`src/rtl/exc_pkg.sv`:
```
// Shared definitions for the exception/interrupt/ERET sequencer: state
// encoding, Cause.ExcCode values and the default handler vector.
package exc_pkg;

  typedef enum logic [1:0] {
    S_IDLE   = 2'd0,
    S_TRAP   = 2'd1,
    S_VECTOR = 2'd2,
    S_ERET   = 2'd3
  } state_e;

  localparam logic [4:0] EXC_INT  = 5'd0;
  localparam logic [4:0] EXC_ADEL = 5'd4;
  localparam logic [4:0] EXC_ADES = 5'd5;
  localparam logic [4:0] EXC_RI   = 5'd10;
  localparam logic [4:0] EXC_OV   = 5'd12;

  localparam logic [31:0] VECTOR_PC_DEFAULT = 32'h0000_4180;

  // A delay-slot instruction restarts at its branch, one word earlier.
  function automatic logic [31:0] epc_value(input logic [31:0] pc, input logic bd);
    return bd ? (pc - 32'd4) : pc;
  endfunction

endpackage

```
`src/rtl/exc_sequencer_if.sv`:
```
// Signal bundle between the M stage / CP0 / PC mux and the trap sequencer.
interface exc_sequencer_if;

  // Pipeline and CP0 status towards the sequencer
  logic [4:0]  Exception;
  logic [5:0]  HWInt;
  logic [5:0]  SR_IM;
  logic        SR_IE;
  logic        SR_EXL;
  logic        M_Valid;
  logic        Is_Eret;
  logic        Branch_Delay;
  logic [31:0] PC_M;
  logic [31:0] EPC_Q;

  // Sequencer controls back to the pipeline and CP0
  logic        Flush;
  logic        Stall;
  logic        Redirect;
  logic [31:0] Redirect_PC;
  logic        EPC_WE;
  logic [31:0] EPC_D;
  logic        Cause_WE;
  logic [4:0]  Exc_Code;
  logic        BD;
  logic [5:0]  IP;
  logic        Set_EXL;
  logic        Clear_EXL;
  logic        Busy;

  modport master (
    output Exception, HWInt, SR_IM, SR_IE, SR_EXL, M_Valid, Is_Eret,
           Branch_Delay, PC_M, EPC_Q,
    input  Flush, Stall, Redirect, Redirect_PC, EPC_WE, EPC_D, Cause_WE,
           Exc_Code, BD, IP, Set_EXL, Clear_EXL, Busy
  );

  modport slave (
    input  Exception, HWInt, SR_IM, SR_IE, SR_EXL, M_Valid, Is_Eret,
           Branch_Delay, PC_M, EPC_Q,
    output Flush, Stall, Redirect, Redirect_PC, EPC_WE, EPC_D, Cause_WE,
           Exc_Code, BD, IP, Set_EXL, Clear_EXL, Busy
  );

endinterface

```
`src/rtl/exc_prio_enc.sv`:
```
// Trap priority encoder: interrupt first, then exception bits [0]..[4],
// producing the Cause.ExcCode and a single take flag.
module exc_prio_enc
  import exc_pkg::*;
(
  input  logic [4:0] exception_i,
  input  logic       int_take_i,
  output logic [4:0] code_o,
  output logic       take_o
);

  always_comb begin
    // NOTE: every output gets a default before the priority chain so no
    // path leaves it unassigned and no latch is inferred.
    code_o = EXC_INT;
    take_o = int_take_i | (|exception_i);
    if (int_take_i)          code_o = EXC_INT;
    else if (exception_i[0]) code_o = EXC_ADEL;
    else if (exception_i[1]) code_o = EXC_RI;
    else if (exception_i[2]) code_o = EXC_OV;
    else if (exception_i[3]) code_o = EXC_ADES;
    else if (exception_i[4]) code_o = EXC_ADEL;
  end

endmodule

```
`src/rtl/exc_sequencer.sv`:
```
// Multi-cycle trap/ERET sequencer: detects in IDLE, writes CP0 in TRAP,
// redirects to the handler in VECTOR or back to EPC in ERET.
module exc_sequencer
  import exc_pkg::*;
#(
  parameter logic [31:0] VECTOR_PC = VECTOR_PC_DEFAULT
) (
  input  logic           clk,
  input  logic           reset,
  exc_sequencer_if.slave bus
);

  state_e      state_q, state_d;
  logic [4:0]  code_q, code_d;
  logic        bd_q, bd_d;
  logic [31:0] pc_q, pc_d;
  logic [5:0]  ip_q, ip_d;
  logic        skip_epc_q, skip_epc_d;

  logic        int_take;
  logic        eret_take;
  logic        trap_take;
  logic [4:0]  trap_code;

  assign int_take = bus.M_Valid & bus.SR_IE & ~bus.SR_EXL & (|(bus.HWInt & bus.SR_IM));

  exc_prio_enc u_prio_enc (
    .exception_i (bus.Exception & {5{bus.M_Valid}}),
    .int_take_i  (int_take),
    .code_o      (trap_code),
    .take_o      (trap_take)
  );

  assign eret_take = bus.M_Valid & bus.Is_Eret & ~trap_take;

  always_ff @(posedge clk) begin
    // NOTE: state registers use non-blocking assignments so every flop
    // samples the values from before this edge.
    if (reset) begin
      state_q    <= S_IDLE;
      code_q     <= '0;
      bd_q       <= 1'b0;
      pc_q       <= '0;
      ip_q       <= '0;
      skip_epc_q <= 1'b0;
    end else begin
      state_q    <= state_d;
      code_q     <= code_d;
      bd_q       <= bd_d;
      pc_q       <= pc_d;
      ip_q       <= ip_d;
      skip_epc_q <= skip_epc_d;
    end
  end

  always_comb begin
    state_d         = state_q;
    code_d          = code_q;
    bd_d            = bd_q;
    pc_d            = pc_q;
    ip_d            = ip_q;
    skip_epc_d      = skip_epc_q;
    bus.Flush       = 1'b0;
    bus.Stall       = 1'b0;
    bus.Redirect    = 1'b0;
    bus.Redirect_PC = '0;
    bus.EPC_WE      = 1'b0;
    bus.EPC_D       = '0;
    bus.Cause_WE    = 1'b0;
    bus.Exc_Code    = '0;
    bus.BD          = 1'b0;
    bus.IP          = '0;
    bus.Set_EXL     = 1'b0;
    bus.Clear_EXL   = 1'b0;
    bus.Busy        = (state_q != S_IDLE);

    // A reset cycle suppresses every side effect, even mid-sequence.
    if (!reset) begin
      unique case (state_q)
        S_IDLE: begin
          if (trap_take) begin
            bus.Flush  = 1'b1;
            code_d     = trap_code;
            bd_d       = bus.Branch_Delay;
            pc_d       = bus.PC_M;
            ip_d       = bus.HWInt;
            skip_epc_d = bus.SR_EXL;
            state_d    = S_TRAP;
          end else if (eret_take) begin
            bus.Flush = 1'b1;
            state_d   = S_ERET;
          end
        end
        S_TRAP: begin
          bus.Cause_WE = 1'b1;
          bus.Exc_Code = code_q;
          bus.IP       = ip_q;
          bus.BD       = bd_q & ~skip_epc_q;
          bus.EPC_WE   = ~skip_epc_q;
          bus.EPC_D    = epc_value(pc_q, bd_q);
          bus.Set_EXL  = 1'b1;
          bus.Flush    = 1'b1;
          bus.Stall    = 1'b1;
          state_d      = S_VECTOR;
        end
        S_VECTOR: begin
          bus.Redirect    = 1'b1;
          bus.Redirect_PC = VECTOR_PC;
          bus.Flush       = 1'b1;
          state_d         = S_IDLE;
        end
        S_ERET: begin
          bus.Clear_EXL   = 1'b1;
          bus.Redirect    = 1'b1;
          bus.Redirect_PC = bus.EPC_Q;
          bus.Flush       = 1'b1;
          state_d         = S_IDLE;
        end
        default: state_d = S_IDLE;
      endcase
    end
  end

endmodule

```
`src/flat_wrapper.sv`:
```
// flat-port wrapper written by rule: the top's interface ports become plain ports
module exc_sequencer_flat import exc_pkg::*;
#(
  parameter logic [31:0] VECTOR_PC = VECTOR_PC_DEFAULT
)
  (clk, reset, bus_Exception, bus_HWInt, bus_SR_IM, bus_SR_IE, bus_SR_EXL, bus_M_Valid, bus_Is_Eret, bus_Branch_Delay, bus_PC_M, bus_EPC_Q, bus_Flush, bus_Stall, bus_Redirect, bus_Redirect_PC, bus_EPC_WE, bus_EPC_D, bus_Cause_WE, bus_Exc_Code, bus_BD, bus_IP, bus_Set_EXL, bus_Clear_EXL, bus_Busy);
  exc_sequencer_if bus_i ();
  input  logic clk;
  input  logic reset;
  input wire logic [$bits(bus_i.Exception)-1:0] bus_Exception;
  input wire logic [$bits(bus_i.HWInt)-1:0] bus_HWInt;
  input wire logic [$bits(bus_i.SR_IM)-1:0] bus_SR_IM;
  input wire logic [$bits(bus_i.SR_IE)-1:0] bus_SR_IE;
  input wire logic [$bits(bus_i.SR_EXL)-1:0] bus_SR_EXL;
  input wire logic [$bits(bus_i.M_Valid)-1:0] bus_M_Valid;
  input wire logic [$bits(bus_i.Is_Eret)-1:0] bus_Is_Eret;
  input wire logic [$bits(bus_i.Branch_Delay)-1:0] bus_Branch_Delay;
  input wire logic [$bits(bus_i.PC_M)-1:0] bus_PC_M;
  input wire logic [$bits(bus_i.EPC_Q)-1:0] bus_EPC_Q;
  output wire logic [$bits(bus_i.Flush)-1:0] bus_Flush;
  output wire logic [$bits(bus_i.Stall)-1:0] bus_Stall;
  output wire logic [$bits(bus_i.Redirect)-1:0] bus_Redirect;
  output wire logic [$bits(bus_i.Redirect_PC)-1:0] bus_Redirect_PC;
  output wire logic [$bits(bus_i.EPC_WE)-1:0] bus_EPC_WE;
  output wire logic [$bits(bus_i.EPC_D)-1:0] bus_EPC_D;
  output wire logic [$bits(bus_i.Cause_WE)-1:0] bus_Cause_WE;
  output wire logic [$bits(bus_i.Exc_Code)-1:0] bus_Exc_Code;
  output wire logic [$bits(bus_i.BD)-1:0] bus_BD;
  output wire logic [$bits(bus_i.IP)-1:0] bus_IP;
  output wire logic [$bits(bus_i.Set_EXL)-1:0] bus_Set_EXL;
  output wire logic [$bits(bus_i.Clear_EXL)-1:0] bus_Clear_EXL;
  output wire logic [$bits(bus_i.Busy)-1:0] bus_Busy;
  assign bus_i.Exception = bus_Exception;
  assign bus_i.HWInt = bus_HWInt;
  assign bus_i.SR_IM = bus_SR_IM;
  assign bus_i.SR_IE = bus_SR_IE;
  assign bus_i.SR_EXL = bus_SR_EXL;
  assign bus_i.M_Valid = bus_M_Valid;
  assign bus_i.Is_Eret = bus_Is_Eret;
  assign bus_i.Branch_Delay = bus_Branch_Delay;
  assign bus_i.PC_M = bus_PC_M;
  assign bus_i.EPC_Q = bus_EPC_Q;
  assign bus_Flush = bus_i.Flush;
  assign bus_Stall = bus_i.Stall;
  assign bus_Redirect = bus_i.Redirect;
  assign bus_Redirect_PC = bus_i.Redirect_PC;
  assign bus_EPC_WE = bus_i.EPC_WE;
  assign bus_EPC_D = bus_i.EPC_D;
  assign bus_Cause_WE = bus_i.Cause_WE;
  assign bus_Exc_Code = bus_i.Exc_Code;
  assign bus_BD = bus_i.BD;
  assign bus_IP = bus_i.IP;
  assign bus_Set_EXL = bus_i.Set_EXL;
  assign bus_Clear_EXL = bus_i.Clear_EXL;
  assign bus_Busy = bus_i.Busy;
  exc_sequencer #(.VECTOR_PC(VECTOR_PC)) u_core (.clk(clk), .reset(reset), .bus(bus_i));
endmodule
```
`config.mk`:
```
export PLATFORM = sky130hd
export DESIGN_NAME = exc_sequencer_flat
export DESIGN_NICKNAME = d
export VERILOG_FILES = /design/src/rtl/exc_pkg.sv /design/src/rtl/exc_sequencer_if.sv /design/src/rtl/exc_prio_enc.sv /design/src/rtl/exc_sequencer.sv /design/src/flat_wrapper.sv
export SDC_FILE = /design/constraint.sdc
export NUM_CORES = 1
export LEC_CHECK = 0
export ABC_AREA = 1
export CORE_MARGIN = 2
export CORE_UTILIZATION = 39
export CTS_CLUSTER_SIZE = 24
export DETAILED_ROUTE_END_ITERATION = 16
export PLACE_DENSITY = 0.87
export REMOVE_ABC_BUFFERS = 1
export SETUP_SLACK_MARGIN = 0.15
export SYNTH_ARGS = -nofsm -noshare
export SYNTH_HDL_FRONTEND = slang
export SYNTH_SLANG_ARGS = --single-unit
```
`constraint.sdc`:
```
create_clock -name clk -period 1.7 [get_ports clk]
set_input_delay 0.34 -clock clk [delete_from_list [all_inputs] [get_ports clk]]
set_output_delay 0.34 -clock clk [all_outputs]
set_load 0.005 [all_outputs]
```
Word level (Yosys, flattened, before mapping)
Index checks and enable logic that the tools add are counted.

storage, ports and cells
  register bits = 47
  bits in latches = 0
  RAM bits = 0
  memory bits (read-only) = 0
  bits of input ports = 88
  output and inout port bits = 84
  logic and storage cells = 62
  memories = 0

operators by class
  add/subtract/negate cells = 1
  $mul = 0
  div/mod/pow operators = 0
  magnitude comparators = 0
  equal/unequal tests = 4
  shifts and indexed selects = 0
  multiplexer cells = 32
  bitwise operators = 12
  reductions and logical operators = 7

operators by type and width
  kind                     number
  $mux W32                 4
  $pmux W32 S2             1
  $sub A32 B3 Y32 const B  1
  $mux W4                  4
  $mux W1                  13
  $mux W6                  2
  $mux W5                  2
  $and A1 B1 Y1            6
  $and A6 B6 Y6            1
  $mux W3                  2
  $pmux W2 S3              1
  $reduce_or A6 Y1         1
  $and A5 B5 Y5            1
  $reduce_or A5 Y1         1
  $eq A2 B2 Y1 const B     2
  $mux W2                  2
  $ne A3 B1 Y1 const B     1
  $not A1 Y1               3
  $reduce_or A3 Y1         1
  $eq A2 B1 Y1 const B     1
  $logic_not A2 Y1         1
  $pmux W1 S2              1
  $reduce_and A2 Y1        1
  $reduce_bool A2 Y1       1
  other kinds (2)          2

Logic depth before layout (Yosys ltp)
  word-level depth = 10
  mapped depth = 10
  mapped depth without buffers = 10

Hierarchy
A second synthesis with hierarchy kept.

second synthesis, totals
  cell total of the unflattened synthesis = 534
  area total of the unflattened synthesis = 3291.9 sq um

by module, submodules not included
  module         instances  cells an instance  area an instance (sq um)  seq. area each (sq um)
  exc_sequencer  1          513                3201.8                    940.9
  exc_prio_enc   1          21                 90.1                      0.0

Worst setup path after synthesis
No wires, ideal clock.

  kind = flip-flop to output port
  start = reg u_core.pc_q[2]
  end = out bus_EPC_D[18]
  arrival time = 1.280 ns
  required time = 1.360 ns
  setup slack = 0.080 ns
  stages on the path, launching flop included = 11
  buffers on the path = 0
  path through = dfxtp_1 inv_1 ha_1 nand2_1 clkinv_1 nand3_1 nor2_1 nand2_1 o21ai_1 nand2_1 nor2_1

between the ends
  cells in the longest elaborated chain, start to end = 4

ends and longest elaborated chain
  element                 RTL line             source
  from (decl)             exc_sequencer.sv:16  logic [31:0] pc_q, pc_d;
  from (signal assigned)  exc_sequencer.sv:50  pc_q <= pc_d;
  $sub A32 B3 Y32         exc_pkg.sv:22        return bd ? (pc - 32'd4) : pc;
  $mux W32                exc_pkg.sv:22
  $mux W32                exc_sequencer.sv:79  unique case (state_q)
  $mux W32                exc_sequencer.sv:78  if (!reset) begin
  to (decl)               flat_wrapper.sv:25   output wire logic [$bits(bus_i.EPC_D)-1:0] bus_EPC_D;

No other way between the ends.

Worst setup path in the final report
  start = reg u_core.bd_q
  end = out bus_EPC_D[27]

between the ends
  cells in the longest elaborated chain, start to end = 3

ends and longest elaborated chain
  element                 RTL line             source
  from (decl)             exc_sequencer.sv:15  logic bd_q, bd_d;
  from (signal assigned)  exc_sequencer.sv:42  bd_q <= 1'b0;
  from (signal assigned)  exc_sequencer.sv:49  bd_q <= bd_d;
  $mux W32                exc_pkg.sv:22
  $mux W32                exc_sequencer.sv:79
  $mux W32                exc_sequencer.sv:78

No other way between the ends.

==> results by group <==
Yosys
  – Yosys Warn Count: 0
  – Mapped Cells: 647
  – Synthesized cell area: 0.00352 mm2
  – Synth top area share: 0.262
  – Yosys reg bits: 46
  – Synth unique cells: 32
  – Mean post-synth cell area: 5.43 um2
  – Top post-synthesis cells by area: dfxtp_1, nor2_1, inv_1
  – Synth area leader: dfxtp_1
  – Sequential fraction of the synthesis area: 0.262

Floorplanning
  – Core ar.: 0.00872 mm2
  – Starting density of the core: 0.403
  – Io pins: 172
  – Vert. Die Dim: 98.9 um
  – Num rows: 34
  – Die footprint: 0.00979 mm2
  – Die width: 98.9 um

STA
  – Final Hold Fails: 0
  – # setup viols final: 83
  – Final period utilization: 1.50
  – Least-Margin Pin Slew: 0.539 ns
  – Fmax: 392 MHz
  – Fin worst setup slack: -0.848 ns
  – Max Clock Skew: 0.0159 ns
  – Max-slew headroom: 0.641
  – RSZ-0062 raised after global routing: yes
  – Slew Viols, Final: 0
  – Final min period: 2.55 ns

Detailed routing
  – WL per Instance: 21.7 um
  – Highest Signal Layer: met4
  – DR DRC count: 0
  – Met3 wire len: 2.67 mm
  – Metal-1 WL: 7.33 mm
  – Vias: 6424
  – Routed Antenna Nets: 0
  – Starting DRT DRC Count: 831
  – Routed met2 length: 10.6 mm
  – Post-Route WL: 23.4 mm
  – First drt pass iteration count: 6
  – Vias/cell: 5.97

CTS
  – Worst skew pair latency: 0.33 ns
  – Clk root buf: clkbuf_8
  – Reg clk slew, reported paths: 0.10 ns
  – TritonCTS clock tree: done
  – Clk sinks: 46
  – # hold bufs at CTS: 0
  – H-tree lvl count: 2
  – Num CTS Buffers: 5
  – Clock Tree Buf Depth: 2

Layout
  – Filler cells: 386
  – Most frequent cells in the layout: inv_1, nand2_1, nor2_1
  – Layout area overhead: 117%
  – Fin area: 0.00762 mm2
  – Most common cell after layout, fill and taps aside: inv_1
  – Final net count: 1056
  – Non-filler cells in the finished layout: 1076
  – Share of cells above drive strength 1: 0.455
  – Diode count: 0

Power and ir drop
  – Maximum vdd drop: 0.502 mV
  – Power Density: 715 mW/mm2
  – Leak: 3.87 nW
  – Total chip power: 0.00545 W

Place
  – DP Cell Count: 983
  – Hpwl dp: 9.14 mm
  – GPL Wtd Cong: 0.976
  – Placed instance area: 0.00595 mm2
  – Dpl ws: -0.662 ns
  – I/O Buffers: 170

Worst setup path
  – CP Launch Point: u_core.bd_q$_SDFFE_PP0P_
  – Critical Path RT: 1.36 ns
  – CP Max Fanout: 4
  – WP data arrival: 2.21 ns
  – FF-to-FF setup slack: 0 ns
  – Max incr delay on CP: 0.38 ns
  – Number of cells on the critical path: 11
  – Crit path to: bus_EPC_D[27]
  – R2r startpoint: u_core.state_q[0]$_SDFFE_PP0P_
  – Cells along the critical path: inv_2 -> nor2_4 -> nand4_1 -> nor2_2 -> buf_6 -> buf_6 -> nand3_2 -> nand2_1 -> nand2_1 -> nor2_1 -> buf_2
  – Crit path kind: register to output pin
  – Worst Reg-to-Reg Cells: 12
  – CP Capture Type: output pin
  – Crit start category: register
  – WP buf/inv: 4
  – Slowest cell on the critical path: dfxtp_2
  – CP delay by family, top: simple AND/OR/NAND/NOR gates
  – Worst R2R End: u_core.state_q[0]$_SDFFE_PP0P_

Status
  – Failing checks: setup timing
  – Status: complete, but fails checks

Run
  – Max-cap violations: 0

Global route
  – Tot GR Track Use: 0.310
  – Initial antenna violation count: 0
  – Number of global-route vias before repair: 5220
  – Largest net degree at the start of global routing: 71
  – First-pass GRT wire length: 24.7 mm
  – GRT overflow: 0

Min path
  – Type of the most critical hold path: input pin to register
-- cell families after synthesis --
family | share of synthesized area
buffers and inverters | 0.185
other | 0.00107
and+or+nand+nor | 0.433
xor gates and xnor gates | 0.0125
DFF | 0.262
AOI/OAI and AO/OA | 0.103
adders and majority gates | 0.00356
-- state kept, by name, summed over array words and instances, names as in the netlist --
register	cells
u_core.pc_q	32
u_core.bd_q	1
u_core.skip_epc_q	1
u_core.ip_q	6
u_core.code_q	4
u_core.state_q	2
-- how the worst min path moves through the flow --
stage,from,endpoint,depth (start not counted)
after detailed placement,u_core.ip_q[0]$_SDFFE_PP0P_,u_core.ip_q[0]$_SDFFE_PP0P_,2
after floorplan,u_core.code_q[0]$_SDFFE_PP0P_,u_core.code_q[0]$_SDFFE_PP0P_,2
after CTS,bus_HWInt[0],u_core.ip_q[0]$_SDFFE_PP0P_,5
after global placement,u_core.pc_q[1]$_SDFFE_PP0P_,u_core.pc_q[1]$_SDFFE_PP0P_,2
after global routing,bus_HWInt[3],u_core.ip_q[3]$_SDFFE_PP0P_,5
final,bus_HWInt[3],u_core.ip_q[3]$_SDFFE_PP0P_,5
-- tightest hold or removal path: cells and delay by family --
family	cells	cell delay, ns
buf+inv	2	0.14
simple gates	3	0.18
-- metal layers --
| layer | GRT usage | vias up |
|---|---|---|
| li1 | - | 2628 |
| met1 | 0.340 | 2867 |
| met2 | 0.540 | 643 |
| met3 | 0.0787 | 286 |
| met4 | 0.181 | 0 |
| met5 | 0 | - |
-- synth_stat cells --
library cell / n
nand2_2: 2
o21ai_1: 3
ha_1: 1
clkinv_1: 1
nand2_1: 116
clkbuf_1: 13
nand4_1: 17
inv_1: 125
a31oi_1: 1
buf_4: 3
and2_1: 1
o21ai_0: 7
dfxtp_1: 46
nor3_2: 1
buf_6: 3
a21oi_1: 58
nor3b_1: 1
nor2b_1: 1
xnor2_1: 2
nor2_2: 6
conb_1: 1
o21bai_1: 1
nand3_1: 60
buf_2: 9
xor2_1: 3
and3_1: 1
inv_2: 3
nor2_1: 152
buf_1: 4
nor3_1: 3
nand3_2: 1
o21a_1: 1
-- area by class of cell --
class / count / area, um2 / area share
Inverter: 129 / 499 / 0.0655
Multi-Input combinational cell: 442 / 2720 / 0.357
Timing Repair Buffer: 343 / 3240 / 0.425
Clock inverter: 3 / 21.3 / 0.00279
Sequential cell: 46 / 938 / 0.123
Tap cell: 108 / 135 / 0.0177
Clock buffer: 5 / 68.8 / 0.00903
-- through the flow --
| stage | setup TNS (ns) | utilization | hold slack [ns] |
|---|---|---|---|
| 2_1_floorplan | -103.16 | - | 0.452 |
| 3_3_place_gp | -54.31 | 0.682 | 0.459 |
| 3_5_place_dp | -57.94 | 0.682 | 0.468 |
| 4_1_cts | -18.37 | 0.765 | 0.448 |
| 5_1_grt | -35.30 | 0.874 | 0.389 |
| 6_report | -31.93 | 0.874 | 0.375 |
-- power by group --
group          switching, W  internal, W
Sequential         0.000208      0.00124
Combinational       0.00178      0.00146
Clock              0.000469     0.000291
-- what timing repair did --
action	in CTS	in global routing
pin swaps	71	43
resized for setup	527	160
endpoints found under the setup margin	127	129
buffers inserted	52	17
gates cloned	3	13
(Power assumes the default switching activity.)
